==> config.mk <==
export PLATFORM = sky130hd
export DESIGN_NAME = rf_port_arbiter
export DESIGN_NICKNAME = d
export VERILOG_FILES = /design/src/rtl/rf_arb_pkg.sv /design/src/rtl/rr_arb2.sv /design/src/rtl/rf_port_arbiter.sv
export SDC_FILE = /design/constraint.sdc
export NUM_CORES = 1
export LEC_CHECK = 0
export CORE_AREA = 2 2 67 69
export DETAILED_ROUTE_END_ITERATION = 12
export DIE_AREA = 0 0 69 71
export PLACE_DENSITY = 0.76
export SYNTH_ARGS = -nofsm -noshare
export SYNTH_HDL_FRONTEND = slang
export SYNTH_SLANG_ARGS = --single-unit
==> constraint.sdc <==
create_clock -name clk -period 1.6 [get_ports clk]
set_clock_uncertainty 0.05 [all_clocks]
set_input_delay 0.16 -clock clk [delete_from_list [all_inputs] [get_ports clk]]
set_output_delay 0.16 -clock clk [all_outputs]
set_load 0.02 [all_outputs]
==> src/rtl/rf_arb_pkg.sv <==
// rtl/rf_arb_pkg.sv - shared types and defaults for the register-file port arbiter
package rf_arb_pkg;

    localparam int RF_DW = 8;
    localparam int RF_AW = 3;

    typedef enum logic [1:0] {
        IDLE   = 2'd0,
        ACCESS = 2'd1,
        ACK    = 2'd2
    } state_t;

    typedef logic client_id_t;

endpackage

==> src/rtl/rr_arb2.sv <==
// rtl/rr_arb2.sv - combinational two-way round-robin picker
module rr_arb2
    import rf_arb_pkg::*;
(
    input  logic [1:0] req,
    input  logic       last,
    output logic       gnt_valid,
    output logic       gnt_id
);

    always_comb begin
        gnt_valid = |req;
        gnt_id    = 1'b0;
        // On a tie the client that was not served last goes next.
        if (req == 2'b11) begin
            gnt_id = ~last;
        end else if (req[1]) begin
            gnt_id = 1'b1;
        end
    end

endmodule

==> src/rtl/rf_port_arbiter.sv <==
// rtl/rf_port_arbiter.sv - serialises two req/ack clients onto one 1R1W register file
module rf_port_arbiter
    import rf_arb_pkg::*;
#(
    parameter int DW = RF_DW,
    parameter int AW = RF_AW
) (
    input  logic          clk,
    input  logic          rst,
    input  logic          req0,
    input  logic          wr0,
    input  logic [AW-1:0] addr0,
    input  logic [DW-1:0] wdata0,
    output logic          ack0,
    output logic [DW-1:0] rdata0,
    input  logic          req1,
    input  logic          wr1,
    input  logic [AW-1:0] addr1,
    input  logic [DW-1:0] wdata1,
    output logic          ack1,
    output logic [DW-1:0] rdata1,
    output logic [AW-1:0] rf_ra,
    output logic [AW-1:0] rf_wa,
    output logic          rf_we,
    output logic [DW-1:0] rf_din,
    input  logic [DW-1:0] rf_dout,
    output logic          busy
);

    state_t     state;
    state_t     state_nxt;
    client_id_t last_grant;
    client_id_t cmd_id;
    logic       cmd_wr;
    logic       gnt_valid;
    client_id_t gnt_id;

    logic          sel_wr;
    logic [AW-1:0] sel_addr;
    logic [DW-1:0] sel_wdata;

    rr_arb2 u_rr_arb2 (
        .req       ({req1, req0}),
        .last      (last_grant),
        .gnt_valid (gnt_valid),
        .gnt_id    (gnt_id)
    );

    assign sel_wr    = gnt_id ? wr1    : wr0;
    assign sel_addr  = gnt_id ? addr1  : addr0;
    assign sel_wdata = gnt_id ? wdata1 : wdata0;

    assign busy = (state != IDLE);

    always_ff @(posedge clk) begin
        if (rst) begin
            state <= IDLE;
        end else begin
            state <= state_nxt;
        end
    end

    always_comb begin
        state_nxt = state;
        case (state)
            IDLE:    if (gnt_valid) state_nxt = ACCESS;
            ACCESS:  state_nxt = ACK;
            ACK:     state_nxt = IDLE;
            default: state_nxt = IDLE;
        endcase
    end

    // The rf pins are loaded on the IDLE->ACCESS edge so they are stable
    // registers for the whole ACCESS cycle.
    always_ff @(posedge clk) begin
        if (rst) begin
            last_grant <= 1'b1;
            cmd_id     <= 1'b0;
            cmd_wr     <= 1'b0;
            rf_we      <= 1'b0;
            rf_ra      <= '0;
            rf_wa      <= '0;
            rf_din     <= '0;
            ack0       <= 1'b0;
            ack1       <= 1'b0;
            rdata0     <= '0;
            rdata1     <= '0;
        end else begin
            rf_we <= 1'b0;
            ack0  <= 1'b0;
            ack1  <= 1'b0;
            case (state)
                IDLE: begin
                    if (gnt_valid) begin
                        cmd_id <= gnt_id;
                        cmd_wr <= sel_wr;
                        if (sel_wr) begin
                            rf_we  <= 1'b1;
                            rf_wa  <= sel_addr;
                            rf_din <= sel_wdata;
                        end else begin
                            rf_ra  <= sel_addr;
                        end
                    end
                end
                ACCESS: begin
                    if (!cmd_wr) begin
                        if (cmd_id) rdata1 <= rf_dout;
                        else        rdata0 <= rf_dout;
                    end
                    if (cmd_id) ack1 <= 1'b1;
                    else        ack0 <= 1'b1;
                end
                ACK: begin
                    last_grant <= cmd_id;
                end
                default: ;
            endcase
        end
    end

endmodule

==> results of run 1 <==
area by class of cell:
class,count,area (µm²)
fill,397,1587
timing repair buffer,84,827.0
multi-input combinational,124,824.5
sequential,38,760.7
clock buffer,6,82.58
tap,52,65.06
inverter,12,45.04
clock inverter,2,12.51
registers in the layout, summed over array words and instances, names as in the netlist:
register    count
cmd_wr          1
rf_wa           3
cmd_id          1
rdata0          8
last_grant      1
rf_din          8
rdata1          8
state           2
ack0            1
rf_we           1
rf_ra           3
ack1            1
path summary, 6_finish.rpt:
path                            startpoint         to  slack, ps  depth (start not counted)
worst min-delay path            rf_dout[6]  rdata0[6]        400                          3
worst max-delay path             rf_din[1]  rf_din[1]        140                          1
worst min register to register   rdata0[2]  rdata0[2]        410                          2
worst max register to register    state[0]   rf_wa[1]        250                          5
power breakdown:
group | internal (mW) | switching (mW)
sequential | 1.02 | 0.0413
combinational | 0.313 | 0.281
clock | 0.346 | 0.342
metrics by stage:
| stage | worst slack [ps] | instance area (µm²) | util (%) | TNS [ps] |
|---|---|---|---|---|
| after floorplan | 282.1 | 1685 | - | 0 |
| after global placement | -80.00 | 2521 | 59.97 | -995.6 |
| after detailed placement | -112.0 | 2521 | 59.97 | -1409 |
| after CTS | 122.5 | 2618 | 62.26 | 0 |
| after global routing | 79.24 | 2618 | 62.26 | 0 |
| final | 135.8 | 2618 | 62.26 | 0 |
cells in the final DEF (no fill, tap or decap), types with 8 or more instances in the layout:
master,Yosys,routed
a211oi_2,10,10
a21oi_1,20,20
buf_4,0,13
clkdlybuf4s50_1,0,68
dfxtp_1,38,38
inv_1,12,12
mux2i_1,8,8
nand2_1,18,18
nand3b_1,22,22
nor2_1,16,15
nor3_1,9,9
logic make-up (layout without fill, tap and decap cells):
family / Yosys count / count (layout) / synth area share (%)
simple gates: 74 / 74 / 24.28
flops: 38 / 38 / 45.14
compound gates: 42 / 42 / 19.75
buf+inv: 24 / 104 / 6.088
mux: 8 / 8 / 4.751
per-layer routing:
metal	vias to the layer above	share of wire [%]
met1	740	45
met3	7	3.6
met2	33	50
li1	801	-
met4	0	1.5
met5	-	0
==> impl_metrics.csv, run 1 <==
group,metric,value,unit
logic_synthesis,yosys-top-cells-area,"dfxtp_1, nand3b_1, a211oi_2",
logic_synthesis,synth-seq-cells,38,
routing,routed_via_density,4.972,
timing,fmax,683.0,MHz
finish,drive_gt1_share,15.41,%
logic_synthesis,ys_types,28,
logic_synthesis,async_flop_share,0,%
critical_path,cp-end-kind,"output pin",
cts,cts_max_level,2,
min_path,hold_path_class,"input port to flop",
cts,cts_root_buf,"clkbuf_8",
cts,cts.sinks,38,
routing,antenna_left,0,
global_routing,use_met3,4.131,%
logic_synthesis,syn_area_per_cell,9.061,µm²
critical_path,crit_path_top_delay_cell,"clkdlybuf4s50_1",
logic_synthesis,syn-cell-area,1685,µm²
cts,clk_latency,290,ps
routing,drtIter0Drc,109,
power,powerDensity,893.8,nW/µm²
timing,post-route-period-util,91.51,%
finish,diodes,0,
floorplanning,start_util,40.09,%
critical_path,path_buf_inv,1,
routing,drc_errors,0,
routing,wl,4.255,mm
global_routing,grtUsageTotal,18.14,%
place,gp_congestion,0.8308,
job,maxCapViolations,0,
timing,whs,396.9,ps
logic_synthesis,synth.most_common_cell,"dfxtp_1",
floorplanning,core_area,4204,µm²
global_routing,grt_max_degree,24,
global_routing,grt_pass1_wl,7.093,mm
timing,finalHoldViolCount,0,
finish,final_nets,301,
floorplanning,die_w,69,µm
logic_synthesis,ys_top_cells_by_count,"dfxtp_1, nand3b_1, a21oi_1",
global_routing,use_met1,22.84,%
cts,cts_tree,"done",
critical_path,slowest_delay,610,ps
routing,route.vias.total,1581,
cts,cts_max_path_buffers,2,
global_routing,top_usage_layer,"met2",
floorplanning,die_h,71,µm
floorplanning,num_rows,24,
global_routing,grt_overflow,0,
logic_synthesis,synth_edf_count,0,
critical_path,cp_max_fo,2,
floorplanning,dieArea,4899,µm²
critical_path,path_class,"flop to output pin",
cts,cts_buffers,5,
place,hpwl,3.231,mm
critical_path,worstPathRequired,1390,ps
floorplanning,io_pins,70,
logic_synthesis,ys_warn_count,0,
finish,area.growth.synth_to_final,55.31,%
logic_synthesis,netlist_instances,186,
run_status,status,"complete, no violations",
critical_path,cp-start-kind,"flop",
critical_path,crit_family,"buffers and inverters",
power,max-vdd-ir-drop,0.0004255,V
critical_path,worst_ep_arrival_time,1250,ps
place,portBuffers,69,
timing,slew_violations,0,
routing,post_drt_wl_per_cell,13.38,µm
timing,setup_viol,0,
logic_synthesis,ys_seq_area_share,45.14,%
global_routing,met2_usage,30.56,%
logic_synthesis,ys.flop_type,"dfxtp_1",
timing,rsz0062_at_grt,"no",
cts,post-cts-setup-buffers,0,
logic_synthesis,netlist.area_leader.share,45.14,%
critical_path,path_cells,"clkdlybuf4s50_1",
cts,clkTransAtPathRegs,80,ps
timing,relSlewSlack,79.63,%
logic_synthesis,yosys.area.top_type,"dfxtp_1",
routing,first_pass_iters,4,
logic_synthesis,syn_nets,222,
timing,worstMarginPinSlew,303.2,ps
global_routing,antenna_found_initial,0,
place,place_inst,310,
global_routing,grt_pass1_vias,1487,
timing,period_minus_slack,1464,ps
power,p_total,2.339,mW
power,p_leak,0.9425,nW
cts,hold_buffers,0,
finish,layoutNonFillerInstCount,318,
cts,cts_resized,2,
Power figures use the tool's default switching activity.
==> run 2: changes to the inputs <==
- GPL_TIMING_DRIVEN: not set -> 0
==> impl_metrics.csv, run 2 (synthesized netlist as in run 1, its figures left out) <==
group,metric,value,unit
finish,final_core_util,61.10,%
critical_path,r2r_end,"rdata1[2]",
place,gp_congestion,0.8258,
global_routing,grt_overflow,0,
place,portBuffers,68,
critical_path,cp_max_fo,10,
critical_path,cp-end-kind,"flop",
job,maxCapViolations,0,
critical_path,timing.rr.start,"state[0]",
power,seqPwrFrac,43.1,%
critical_path,crit_path_top_delay_cell,"clkdlybuf4s50_1",
min_path,hp-start,"rst",
power,max-vdd-ir-drop,0.0005299,V
power,pwr-share-comb,23.3,%
finish,layout_commonest_cell,"clkdlybuf4s50_1",
power,powerDensity,955.1,nW/µm²
place,place_ws,-234.8,ps
global_routing,grt_max_degree,12,
global_routing,grt_pass1_vias,1478,
routing,first_pass_iters,4,
cts,cts_max_path_buffers,2,
cts,hold_buffers,0,
global_routing,grtUsageTotal,18.24,%
cts,clk_latency,290,ps
critical_path,path_cells,"clkdlybuf4s50_1 > a21bo_4 > and2_2 > o21ai_2 > buf_6 > a211oi_2",
critical_path,path_buf_inv,2,
timing,finalHoldViolCount,0,
critical_path,cp-start-kind,"input port",
timing,whs,255.0,ps
floorplanning,io_pins,70,
critical_path,worst_ep_arrival_time,1640,ps
finish,final_nets,298,
power,netSwitchingPower,648.8,µW
timing,relSlewSlack,57.24,%
cts,cts_max_level,2,
power,p_sw_share,26.44,%
min_path,hold_path_class,"input port to flop",
timing,fin_setup_tns,0,ps
min_path,worstHoldPathCells,2,
critical_path,crit_family,"buffers and inverters",
cts,clkTransAtPathRegs,70,ps
floorplanning,die_h,71,µm
power,p_total,2.453,mW
timing,worstMarginPinSlew,641.4,ps
finish,top_regs,"rdata0 (8), rdata1 (8), rf_din (8)",
routing,post_drt_wl_per_cell,13.96,µm
critical_path,worstPathRequired,1700,ps
finish,most-common-layout-cells,"clkdlybuf4s50_1, dfxtp_1, nand3b_1",
floorplanning,dieArea,4899,µm²
finish,diodes,0,
power,clkPwrFrac,33.6,%
timing,setup_viol,0,
floorplanning,start_util,40.09,%
global_routing,antenna_found_initial,0,
routing,antenna_left,0,
critical_path,slowest_delay,540,ps
floorplanning,die_w,69,µm
timing,slew_violations,0,
timing,fmax,649.1,MHz
timing,setup_ws,59.50,ps
critical_path,rrSetupSlack,130,ps
min_path,hold_path_end,"state[1]",
global_routing,grt_pass1_wl,7.003,mm
cts,cts_root_buf,"clkbuf_8",
finish,nFillCells,396,
cts,cts_tree,"done",
cts,cts.sinks,38,
cts,cts_buffers,5,
power,intPower,1.805,mW
timing,post-route-period-util,96.28,%
timing,period_minus_slack,1540,ps
routing,drc_errors,0,
floorplanning,core_area,4204,µm²
power,p_leak,0.9098,nW
run_status,status,"complete, no violations",
finish,drive_gt1_share,12.21,%
finish,area.growth.synth_to_final,52.41,%
routing,drtIter0Drc,70,
critical_path,path_class,"input port to flop",
routing,wl,4.383,mm
routing,routed_via_density,4.904,
floorplanning,num_rows,24,
timing,rsz0062_at_grt,"no",
place,hpwl,3.250,mm
critical_path,reg2reg_depth,5,
routing,route.vias.total,1540,
run 2: cell count changes in the layout (fill, tap and decap cells not counted), moves of 2 or more:
cell and change:
buf_2 +2, buf_12 -2, clkbuf_4 +2, buf_4 -12
clkbuf_1 +7
run 2: how the worst max path moves through the flow:
stage	start	endpoint	slack (ps)	cells after the start
after CTS	state[0]	rdata0[0]	30	4
after detailed placement	req0	rf_din[6]	-230	6
after global routing	req0	rf_wa[1]	10	6
after floorplan	last_grant	rf_din[1]	280	5
final	req0	rf_din[6]	60	6
after global placement	req0	rf_din[5]	-230	6
run 2: per-stage QoR:
step,instance area (µm²),instances
floorplan,1685,186
global placement,2431,306
detailed placement,2431,306
CTS,2545,313
global route,2569,314
finish,2569,314
run 2: what timing repair did:
item / CTS / global route
setup endpoints to repair: 1 / 13
gates resized for setup: 2 / 4
pin swaps: 0 / 1
buffers inserted: 0 / 1
run 2: metal layers:
metal,routed length (µm),up-vias,share of wire (%),global-route usage [%]
met3,228,8,5.2,5.128
met4,95,0,2.2,7.843
met2,2194,43,50,30.56
li1,-,795,-,-
met1,1863,694,43,22.02
met5,0,-,0,0
run 2: power groups by stage:
stage               sequential, mW  combinational [mW]  clock (mW)
floorplan                     1.15               0.230           0
global placement              1.08               0.562           0
detailed placement            1.08               0.565           0
CTS                           1.06               0.567       0.842
global route                  1.07               0.615       0.880
finish                        1.06               0.571       0.824
run 2: layout make-up:
| type | instances | area, µm² | area share [%] |
|---|---|---|---|
| Inverter | 12 | 45.04 | 1.754 |
| Sequential cell | 38 | 760.7 | 29.62 |
| Clock buffer | 6 | 82.58 | 3.215 |
| Tap cell | 52 | 65.06 | 2.533 |
| Clock inverter | 1 | 30.03 | 1.169 |
| Multi-Input combinational cell | 124 | 835.8 | 32.54 |
| Buffer | 12 | 62.56 | 2.435 |
| Timing Repair Buffer | 69 | 686.9 | 26.74 |
==> run 3: changes to the inputs <==
- CORE_AREA: 2 2 67 69 -> 2 2 64 72
- DIE_AREA: 0 0 69 71 -> 0 0 66 74
- PLACE_DENSITY: 0.76 -> 0.77
- clock period: 1.6 -> 1.75 ns (I/O delays scaled with it)
==> impl_metrics.csv, run 3 (synthesized netlist as in run 1, its figures left out) <==
group,metric,value,unit
cts,clk_latency,280,ps
timing,post-route-period-util,96.24,%
critical_path,path_class,"flop to output pin",
routing,route.vias.total,1565,
timing,rsz0062_at_grt,"no",
critical_path,crit_path_top_delay_cell,"clkdlybuf4s50_1",
routing,post_drt_wl_per_cell,14.46,µm
finish,final_nets,297,
critical_path,worst_ep_arrival_time,1460,ps
min_path,hold_path_class,"input port to flop",
cts,cts_max_level,2,
finish,diodes,0,
cts,cts_buffers,5,
finish,most-common-layout-cells,"clkdlybuf4s50_1, dfxtp_1, nand3b_1",
cts,cts.sinks,38,
min_path,worstHoldPathCells,2,
floorplanning,io_pins,70,
timing,whs,264.8,ps
cts,clkTransAtPathRegs,70,ps
power,max-vdd-ir-drop,0.0004537,V
routing,drtIter0Drc,61,
floorplanning,start_util,40.21,%
finish,layout_commonest_cell,"clkdlybuf4s50_1",
routing,routed_via_density,4.953,
critical_path,cp-start-kind,"flop",
critical_path,r2r_end,"rdata0[0]",
power,p_leak,0.8924,nW
routing,wl,4.568,mm
global_routing,grt_pass1_vias,1531,
critical_path,rrSetupSlack,190,ps
critical_path,slowest_delay,600,ps
timing,fmax,593.7,MHz
critical_path,timing.rr.start,"state[0]",
timing,relSlewSlack,47.81,%
routing,first_pass_iters,5,
global_routing,grt_max_degree,12,
timing,worstMarginPinSlew,776.9,ps
min_path,hold_path_end,"state[1]",
finish,nFillCells,405,
timing,period_minus_slack,1684,ps
timing,slew_violations,0,
cts,cts_tree,"done",
finish,drive_gt1_share,11.07,%
min_path,hp-start,"rst",
timing,setup_viol,0,
global_routing,grt_overflow,0,
floorplanning,die_h,74,µm
run_status,status,"complete, no violations",
power,powerDensity,867.1,nW/µm²
critical_path,worstPathRequired,1520,ps
floorplanning,die_w,66,µm
timing,fin_setup_tns,0,ps
critical_path,path_cells,"nor2_4 > inv_1 > clkdlybuf4s50_1",
routing,antenna_left,0,
timing,finalHoldViolCount,0,
finish,top_regs,"rdata0 (8), rdata1 (8), rf_din (8)",
finish,final_core_util,60.78,%
finish,area.growth.synth_to_final,51.15,%
routing,drc_errors,0,
place,gp_congestion,0.8703,
job,maxCapViolations,0,
global_routing,grt_pass1_wl,7.189,mm
place,portBuffers,68,
cts,cts_root_buf,"clkbuf_8",
critical_path,reg2reg_depth,4,
place,hpwl,3.437,mm
cts,cts_max_path_buffers,2,
floorplanning,num_rows,25,
global_routing,antenna_found_initial,0,
critical_path,cp-end-kind,"output pin",
critical_path,cp_max_fo,5,
cts,hold_buffers,0,
global_routing,grtUsageTotal,19.47,%
floorplanning,dieArea,4884,µm²
floorplanning,core_area,4192,µm²
-- run 3: final cells by class --
class	count	area (µm²)	area share, %
Tap cell	54	67.56	2.652
Inverter	12	45.04	1.768
Multi-Input combinational cell	124	829.5	32.56
Sequential cell	38	760.7	29.86
Buffer	12	57.56	2.259
Timing Repair Buffer	68	680.7	26.72
Clock inverter	1	30.03	1.179
Clock buffer	7	76.32	2.996
-- run 3: critical path: cells and delay by family, from the launching register on --
| kind | cells | cell delay, ps |
|---|---|---|
| flops | 1 | 450 |
| buf+inv | 2 | 660 |
| simple gates | 1 | 70 |
-- run 3: stage by stage --
step	total power [mW]	setup slack, ps	cell area [µm²]	instances
CTS	2.220	64.57	2542	316
floorplan	1.259	432.1	1685	186
global route	2.305	3.423	2547	316
detailed placement	1.509	-130.3	2434	308
global placement	1.502	-106.8	2434	308
finish	2.209	65.75	2547	316
-- run 3: layer usage --
metal	wire (µm)	part of all wire [%]	track usage [%]
met3	175	3.8	4.085
met2	2314	51	32.55
met1	1973	43	23.32
met4	104	2.3	11.11
met5	0	0	0
-- run 3: how the worst max path moves through the flow --
stage               start         to  slack (ps)  cells past startpoint
6_report         state[0]       busy          70                      3
5_1_grt          state[0]  rdata0[0]           3                      4
4_1_cts          state[0]       busy          60                      3
3_5_place_dp         req1  rf_din[3]        -130                      6
3_3_place_gp         req1  rf_din[5]        -110                      6
2_1_floorplan  last_grant  rf_din[1]         430                      5
-- run 3: what timing repair did --
action / CTS / global route
endpoints found under the hold margin: 0 / 0
setup endpoints to repair: 1 / 1
gates resized for setup: 1 / 1
setup buffers: 0 / 0
-- run 3: report_power, final --
group / switching (mW) / leakage (nW) / total [mW] / internal, mW
logic: 0.259 / 0.529 / 0.523 / 0.263
clock network: 0.291 / 0.0524 / 0.718 / 0.426
registers: 0.0397 / 0.311 / 0.969 / 0.929
